--- config.mk ---
export PLATFORM = sky130hd
export DESIGN_NAME = modbus_rtu_frame_tx
export DESIGN_NICKNAME = d
export VERILOG_FILES = /design/src/rtl/modbus_rtu_frame_tx.sv
export SDC_FILE = /design/constraint.sdc
export NUM_CORES = 1
export LEC_CHECK = 0
export BUFFER_PORTS_ARGS = -buffer_cell sky130_fd_sc_hd__buf_2
export CORE_UTILIZATION = 40
export DETAILED_ROUTE_END_ITERATION = 6
export GPL_TIMING_DRIVEN = 0
export PLACE_DENSITY = 0.57
export SLEW_MARGIN = 10
export SYNTH_ARGS = -nofsm -noshare
export SYNTH_HDL_FRONTEND = slang
export SYNTH_SLANG_ARGS = --single-unit
--- constraint.sdc ---
create_clock -name clk -period 4.4 [get_ports clk]
set_clock_uncertainty 0.05 [all_clocks]
set_input_delay 0.88 -clock clk [delete_from_list [all_inputs] [get_ports clk]]
set_output_delay 0.88 -clock clk [all_outputs]
set_load 0.03 [all_outputs]
--- src/rtl/modbus_rtu_frame_tx.sv ---
// rtl/modbus_rtu_frame_tx.sv - Modbus RTU frame transmitter: byte buffer, CRC-16 append, RS-485 enable, inter-frame gap
module modbus_rtu_frame_tx #(
    parameter int CLK_FREQ   = 50000000,
    parameter int BAUD_RATE  = 115200,
    parameter int MAX_BYTES  = 32,
    parameter bit CRC_APPEND = 1'b1,
    parameter int GAP_BITS   = 35,
    localparam int CW        = $clog2(MAX_BYTES + 1)
) (
    input  logic          clk,
    input  logic          rst_n,
    input  logic          wr_en,
    input  logic [7:0]    wr_data,
    input  logic          wr_clr,
    input  logic          start,
    output logic [CW-1:0] byte_cnt,
    output logic          full,
    output logic          busy,
    output logic          done,
    output logic          err,
    output logic [15:0]   crc_out,
    output logic          tx_start,
    output logic [7:0]    tx_data,
    input  logic          tx_done,
    output logic          rs485_oe
);

    localparam int BIT_CYCLES = CLK_FREQ / BAUD_RATE;
    localparam int GAP_CYCLES = BIT_CYCLES * GAP_BITS;
    localparam int GW         = $clog2(GAP_CYCLES + 1);
    localparam int AW         = (MAX_BYTES > 1) ? $clog2(MAX_BYTES) : 1;

    localparam logic [1:0] PH_DATA = 2'd0;
    localparam logic [1:0] PH_CRCL = 2'd1;
    localparam logic [1:0] PH_CRCH = 2'd2;

    typedef enum logic [2:0] {
        IDLE,
        ISSUE,
        WAIT,
        CRC_L,
        CRC_H,
        GAP
    } state_t;

    state_t         state;
    state_t         state_nxt;

    logic [7:0]     buf_mem [MAX_BYTES];
    logic [CW-1:0]  idx;
    logic [CW-1:0]  idx_nxt;
    logic [15:0]    crc;
    logic [GW-1:0]  gap_cnt;
    // WAIT is shared by data and CRC bytes; phase tells which byte it is waiting on
    logic [1:0]     phase;

    logic           start_ok;
    logic           wr_ok;
    logic           clr_ok;
    logic           last_byte;
    logic           gap_last;

    function automatic logic [15:0] crc16_byte(input logic [15:0] c, input logic [7:0] d);
        logic [15:0] r;
        r = c ^ {8'h00, d};
        for (int i = 0; i < 8; i++) begin
            r = r[0] ? ((r >> 1) ^ 16'hA001) : (r >> 1);
        end
        return r;
    endfunction

    assign busy      = (state != IDLE);
    assign full      = (byte_cnt == CW'(MAX_BYTES));
    assign tx_start  = (state == ISSUE) || (state == CRC_L) || (state == CRC_H);
    assign rs485_oe  = tx_start || (state == WAIT);

    assign start_ok  = start && (state == IDLE) && (byte_cnt != '0);
    assign clr_ok    = wr_clr && !busy;
    assign wr_ok     = wr_en && !wr_clr && !busy && !full;
    assign idx_nxt   = idx + CW'(1);
    assign last_byte = (idx_nxt >= byte_cnt);
    assign gap_last  = (gap_cnt == GW'(GAP_CYCLES - 1));

    always_ff @(posedge clk or negedge rst_n) begin
        if (!rst_n) begin
            state <= IDLE;
        end else begin
            state <= state_nxt;
        end
    end

    always_comb begin
        state_nxt = state;
        case (state)
            IDLE: begin
                if (start_ok) state_nxt = ISSUE;
            end
            ISSUE, CRC_L, CRC_H: begin
                state_nxt = WAIT;
            end
            WAIT: begin
                if (tx_done) begin
                    if (phase == PH_CRCH)      state_nxt = GAP;
                    else if (phase == PH_CRCL) state_nxt = CRC_H;
                    else if (!last_byte)       state_nxt = ISSUE;
                    else if (CRC_APPEND)       state_nxt = CRC_L;
                    else                       state_nxt = GAP;
                end
            end
            GAP: begin
                if (gap_last) state_nxt = IDLE;
            end
            default: state_nxt = IDLE;
        endcase
    end

    // Buffer storage carries no reset; byte_cnt alone defines what is valid
    always_ff @(posedge clk) begin
        if (wr_ok) begin
            buf_mem[byte_cnt[AW-1:0]] <= wr_data;
        end
    end

    always_ff @(posedge clk or negedge rst_n) begin
        if (!rst_n) begin
            byte_cnt <= '0;
            idx      <= '0;
            crc      <= 16'hFFFF;
            crc_out  <= 16'hFFFF;
            tx_data  <= 8'h00;
            phase    <= PH_DATA;
            gap_cnt  <= '0;
            done     <= 1'b0;
            err      <= 1'b0;
        end else begin
            done <= 1'b0;
            err  <= start && !start_ok;

            if (clr_ok) begin
                byte_cnt <= '0;
            end else if (wr_ok) begin
                byte_cnt <= byte_cnt + CW'(1);
            end

            case (state)
                IDLE: begin
                    if (start_ok) begin
                        idx     <= '0;
                        crc     <= 16'hFFFF;
                        phase   <= PH_DATA;
                        tx_data <= buf_mem[0];
                    end
                end
                ISSUE: begin
                    crc <= crc16_byte(crc, tx_data);
                end
                WAIT: begin
                    if (tx_done) begin
                        gap_cnt <= '0;
                        case (state_nxt)
                            ISSUE: begin
                                idx     <= idx_nxt;
                                tx_data <= buf_mem[idx_nxt[AW-1:0]];
                            end
                            CRC_L: begin
                                phase   <= PH_CRCL;
                                tx_data <= crc[7:0];
                            end
                            CRC_H: begin
                                phase   <= PH_CRCH;
                                tx_data <= crc[15:8];
                            end
                            default: ;
                        endcase
                    end
                end
                GAP: begin
                    gap_cnt <= gap_cnt + GW'(1);
                    if (gap_last) begin
                        done    <= 1'b1;
                        crc_out <= crc;
                    end
                end
                default: ;
            endcase
        end
    end

endmodule

==> results of run 1 <==
## worst paths after layout
path / start / end / slack [ns] / depth (start not counted)
worst max-delay path: idx[0] / tx_data[4] / 0.49 / 13
max in group asynchronous: rst_n / crc_out[13] / 3.42 / 2
worst min register to register: crc_out[4] / crc_out[4] / 0.41 / 2
worst min-delay path: rst_n / gap_cnt[6] / 0.24 / 1
worst max register to register: idx[0] / tx_data[4] / 0.49 / 13
min in group clk: crc_out[4] / crc_out[4] / 0.41 / 2
## synth_stat cells (18+ instances only)
| cell | number | area, um^2 |
|---|---|---|
| edfxtp_1 | 256 | 7690 |
| nand2_1 | 104 | 390 |
| mux4_2 | 64 | 1440 |
| nor2_1 | 56 | 210 |
| dfrtp_1 | 41 | 1030 |
| o21ai_0 | 39 | 195 |
| dfstp_2 | 32 | 841 |
| xnor2_1 | 29 | 254 |
| clkbuf_1 | 25 | 93.8 |
| inv_1 | 21 | 78.8 |
| nor3_1 | 20 | 100 |
| nand3_1 | 18 | 90.1 |
## placed cells by master, fill, tap and decap left out, types with 3 or more instances in the layout
cell	count
nand4_1	5
a31oi_1	10
clkbuf_16	35
o211ai_1	6
nand2_1	104
o22a_1	3
and2_1	8
and3_1	6
dfstp_2	32
o21ai_0	39
nor2_1	56
nand3_1	18
dfrtp_1	41
a21oi_1	16
bufinv_16	4
edfxtp_1	256
xnor2_1	29
o31ai_1	4
buf_6	3
clkbuf_8	4
a32oi_1	6
clkbuf_1	30
inv_1	21
a211o_1	4
a41oi_1	6
mux4_2	64
xor2_1	4
buf_4	9
ha_1	15
o2bb2ai_1	5
nand2b_1	3
clkinv_2	4
nor3_1	20
clkinv_1	10
mux2i_1	15
or2_2	3
buf_2	54
a211oi_1	11
## where the power goes
| part | switching (mW) | internal, mW |
|---|---|---|
| clock network | 1.21 | 1.70 |
| registers | 0.197 | 3.59 |
| logic | 2.23 | 1.61 |
| total | 3.64 | 6.90 |
## state kept, by name, summed over array words and instances, names as in the netlist, 2 cells and up
signal,count
byte_cnt,6
crc,16
phase,2
buf_mem,256
tx_data,8
crc_out,16
gap_cnt,14
idx,6
state,3
## stage by stage
step	total power, mW	area (um^2)	hold slack (ns)	utilization [%]
5_1_grt	11.1	16200	0.278	46.6
3_3_place_gp	7.66	15000	0.396	43.2
3_5_place_dp	7.70	15000	0.399	43.3
2_1_floorplan	6.61	14200	0.397	-
6_report	10.5	16200	0.240	46.6
4_1_cts	10.6	16200	0.244	46.6
## routing by layer
metal / up-vias / global-route usage [%]
met5: - / 0
met4: 2 / 6.22
met3: 68 / 3.13
met2: 250 / 30.4
met1: 4094 / 26.1
li1: 3691 / -
## final cells by class
type | count | area (um^2) | area share [%]
clock buffer | 40 | 895 | 5.53
multi-input combinational | 513 | 4280 | 26.5
buffer | 45 | 265 | 1.64
sequential | 329 | 9550 | 59.1
clock inverter | 20 | 233 | 1.44
timing repair buffer | 51 | 275 | 1.70
tap | 455 | 569 | 3.52
inverter | 24 | 90.1 | 0.557
## critical path, cell delays in order (launching register included)
cell and delay, ns:
dfrtp_1 0.42, buf_2 0.25, buf_4 0.30, nand3_2 0.22, xnor2_1 0.45, inv_1 0.12, ha_1 0.31, a211o_1 0.29
o211ai_1 0.16, o221ai_2 0.25, o21ai_2 0.23, buf_4 0.21, a41oi_1 0.25, a211oi_1 0.30
## cells by family after synthesis
| kind of cell | Yosys count | synth area share (%) |
|---|---|---|
| flops | 329 | 67.4 |
| simple gates | 247 | 8.17 |
| compound gates | 135 | 6.97 |
| mux | 82 | 11.5 |
| buf+inv | 69 | 2.51 |
| xor+xnor | 34 | 2.20 |
| fa+ha+maj | 15 | 1.32 |
==> key figures, run 1 <==
Finish
  – Share of cells above drive strength 1: 23.5%
  – Layout Nets: 1028
  – Filler cells: 3025
  – Area growth syn-to-layout: 13.9%
  – Finished Layout Cells: 1477
  – Ant diodes: 0

Worst setup path
  – WP data required: 4.79 ns
  – CP endpoint kind: flip-flop
  – Crit Path Max Fanout: 10
  – Crit Path Category: flip-flop to flip-flop
  – Critical Path Start Type: flip-flop
  – CP Data Arrival Time: 4.30 ns

Die
  – I/O pins: 50
  – Total Die Area: 36200 um^2
  – Die W: 190 um
  – Core area: 34700 um^2
  – Cell Rows: 68
  – Starting density of the core: 40.9%
  – Die height: 190 um

Status
  – Status: finished, final reports clean

Logic synthesis
  – YS warnings: 0
  – Ys flop type: edfxtp_1
  – Synthesized area: 14200 um^2
  – Avg Inst Size Synth: 15.6 um^2
  – #FFs+latches synth: 329
  – Sequential element share of the synthesized area: 67.4%
  – Cells after synthesis: 911
  – Async SR Flop Fraction: 22.2%
  – Syn nets: 940
  – Yosys cell types: 77
  – Number of synthesized flops with an enable pin: 256

Placed design
  – Routability congestion estimate: 0.851
  – Post-DP HPWL: 22700 um
  – Dpl cells: 1417
  – Port bufs: 49
  – Post-placement worst setup slack: 0.519 ns

Worst hold path
  – Path category of the worst min-delay check: primary input to asynchronous set/reset pin

Clock tree
  – Clk Latency, worst-skew pair: 0.53 ns
  – Clk slew on worst S/H paths: 0.06 ns
  – Inserted Clock Buffers: 35
  – CTS Buffer Depth: 3
  – Post CTS Setup Buffer Count: 0
  – # clock sinks: 329
  – CTS tree: yes
  – Root Driver: clkbuf_16
  – Hold_buf cts: 0
  – H-tree depth: 2
  – CTS-repair resized insts: 0

STA
  – Slew Limit Fails: 0
  – Fmax: 256 MHz
  – Fin. Hold Viols: 0
  – RSZ-0062 raised after global routing: false
  – Relative slew slack: 39.7%
  – Tcrit/Tclk final: 88.9%
  – Worst slew pin tran: 0.879 ns
  – Setup TNS Final: 0 ns
  – Post-layout min period: 3.91 ns
  – Fin worst setup slack: 0.490 ns
  – Endpoints failing setup: 0

Power and ir drop
  – Peak supply drop: 0.398 mV
  – Static Leak: 5.54 nW
  – Power per cell area: 652 nW/um^2

Routing
  – Drt initial violations: 644
  – Via count: 8105
  – Via/cell ratio: 5.49
  – Wire per inst: 22.5 um
  – Residual DRC: 0
  – WL met3: 1910 um
  – Pre-antenna DRT Iters: 5
  – M1 WL: 14700 um
  – WL met2: 15600 um
  – Drt total wl: 33200 um
  – Uppermost layer routed: met5
  – ANT nets after route: 0

Global routing
  – Grt ovf: 0
  – Initial antenna violation count: 3
  – Vias in the first global route: 8325
  – Tot GR Track Use: 18.9%
  – Largest net degree at the start of global routing: 44
  – First-pass GRT wire length: 50800 um

Flow run
  – Max Cap Viol: 0
Power figures use the tool's default switching activity.
==> inputs of run 2 (changes only) <==
--- a/config.mk
+++ b/config.mk
@@ -8,2 +8,4 @@
 export BUFFER_PORTS_ARGS = -buffer_cell sky130_fd_sc_hd__buf_2
+export CELL_PAD_IN_SITES_DETAIL_PLACEMENT = 1
+export CELL_PAD_IN_SITES_GLOBAL_PLACEMENT = 1
 export CORE_UTILIZATION = 40
@@ -11,3 +13,4 @@
 export GPL_TIMING_DRIVEN = 0
-export PLACE_DENSITY = 0.57
+export HOLD_SLACK_MARGIN = 0.05
+export PLACE_DENSITY = 0.64
 export SLEW_MARGIN = 10
==> constraint.sdc (replaced) <==
create_clock -name clk -period 4.4 [get_ports clk]
set_clock_uncertainty 0.05 [all_clocks]
set_input_delay 0.22 -clock clk [delete_from_list [all_inputs] [get_ports clk]]
set_output_delay 0.22 -clock clk [all_outputs]
set_load 0.03 [all_outputs]
==> key figures, run 2 (synthesized netlist as in run 1, its figures left out) <==
Status
  – Status: finished, final reports clean

STA
  – RSZ-0062 raised after global routing: false
  – Setup TNS Final: 0 ns
  – Fmax: 245 MHz
  – Hold WS: 0.0614 ns
  – Slew Limit Fails: 0
  – Worst slew pin tran: 0.949 ns
  – Fin. Hold Viols: 0
  – Endpoints failing setup: 0
  – Post-layout min period: 4.08 ns
  – Relative slew slack: 36.5%
  – Fin worst setup slack: 0.322 ns
  – Tcrit/Tclk final: 92.7%

Clock tree
  – Hold_buf cts: 2
  – CTS tree: yes
  – Post CTS Setup Buffer Count: 0
  – Inserted Clock Buffers: 36
  – H-tree depth: 2
  – CTS Buffer Depth: 3
  – Root Driver: clkbuf_16
  – CTS-repair resized insts: 0
  – Clk slew on worst S/H paths: 0.06 ns
  – # clock sinks: 329
  – Clk Latency, worst-skew pair: 0.53 ns

Routing
  – Via/cell ratio: 5.49
  – Drt total wl: 35700 um
  – Wire per inst: 24.0 um
  – Via count: 8154
  – Residual DRC: 0
  – Pre-antenna DRT Iters: 4
  – ANT nets after route: 0
  – Drt initial violations: 529

Worst setup path
  – Critical path origin: idx[0]
  – CP Data Arrival Time: 4.46 ns
  – Critical Path Start Type: flip-flop
  – WP data required: 4.78 ns
  – Crit Path Max Fanout: 10
  – Crit Path Category: flip-flop to flip-flop
  – R2r startpoint: idx[0]
  – CP endpoint kind: flip-flop

Power and ir drop
  – Power per cell area: 653 nW/um^2
  – Peak supply drop: 0.441 mV
  – Static Leak: 5.55 nW

Global routing
  – Tot GR Track Use: 20.6%
  – Largest net degree at the start of global routing: 59
  – Grt ovf: 0
  – Initial antenna violation count: 0
  – Vias in the first global route: 8713
  – First-pass GRT wire length: 54800 um

Worst hold path
  – Path category of the worst min-delay check: primary input to asynchronous set/reset pin

Finish
  – Area growth syn-to-layout: 13.9%
  – Final core occ: 46.5%
  – Most frequent cells in the layout: edfxtp_1 (256), nand2_1 (104), mux4_2 (64)
  – Ant diodes: 0
  – Layout Nets: 1031
  – Filler cells: 3439
  – Most common cell after layout, fill and taps aside: edfxtp_1
  – Share of cells above drive strength 1: 23.5%
  – Finished Layout Cells: 1484
  – Max reg flops: 256

Die
  – Starting density of the core: 40.9%
  – Die height: 190 um
  – Core area: 34700 um^2
  – I/O pins: 50
  – Die W: 190 um
  – Total Die Area: 36200 um^2
  – Cell Rows: 68

Placed design
  – Dpl cells: 1417
  – Port bufs: 49
  – Post-placement worst setup slack: 0.383 ns
  – Routability congestion estimate: 0.823
  – Post-DP HPWL: 24300 um

Flow run
  – Max Cap Viol: 0
-- run 2: cell types whose count changed in the layout (fill, tap and decap cells not counted), sizes merged --
cell and change:
clkinvlp -1, clkbuf +9, bufinv -3, dlygate4sd3 +2
-- run 2: cell type report --
class                   count  area, um^2  share of cell area [%]
well taps                 455         569                    3.52
inverters                  24        90.1                   0.558
multi-input cells         513        4280                    26.5
clock inverters            16         111                   0.689
flip-flops and latches    329        9550                    59.1
plain buffers              45         265                    1.64
clock buffers              49         983                    6.09
repair buffers             53         303                    1.87
-- run 2: power breakdown --
group | internal [mW] | leakage, nW | switching, mW
logic | 1.62 | 1.84 | 2.30
clock network | 1.63 | 0.540 | 1.21
registers | 3.59 | 3.17 | 0.205
-- run 2: path summary, 6_finish.rpt --
kind	slack, ns	end	depth (start not counted)
max	0.32	tx_data[5]	13
min	0.06	gap_cnt[9]	2
max reg2reg	0.32	tx_data[5]	13
min reg2reg	0.41	crc_out[0]	2
max in group asynchronous	3.60	crc_out[2]	3
min in group clk	0.13	gap_cnt[0]	4
-- run 2: per-layer routing --
metal  vias to the layer above  wire [um]  global-route usage (%)
met5                         -          0                       0
met4                         0        698                    6.06
met3                        48       1750                    3.02
met2                       163      18000                    35.3
met1                      4237      15200                    26.9
li1                       3706          -                       -
-- run 2: through the flow --
step	power, mW	instance area (um^2)
after detailed placement	7.78	15000
final	10.5	16200
after global placement	7.73	15000
after global routing	11.1	16200
after floorplan	6.61	14200
after CTS	10.7	16200
-- run 2: critical path, stage by stage (launching register included) --
cell and delay, ns:
dfrtp_1 0.44, buf_2 0.25, buf_4 0.31, nand3_2 0.23, xnor2_1 0.50, inv_1 0.10, ha_1 0.31, a211o_1 0.30
o211ai_1 0.17, o221ai_2 0.27, o21ai_2 0.27, buf_4 0.23, a41oi_1 0.25, a211oi_1 0.31
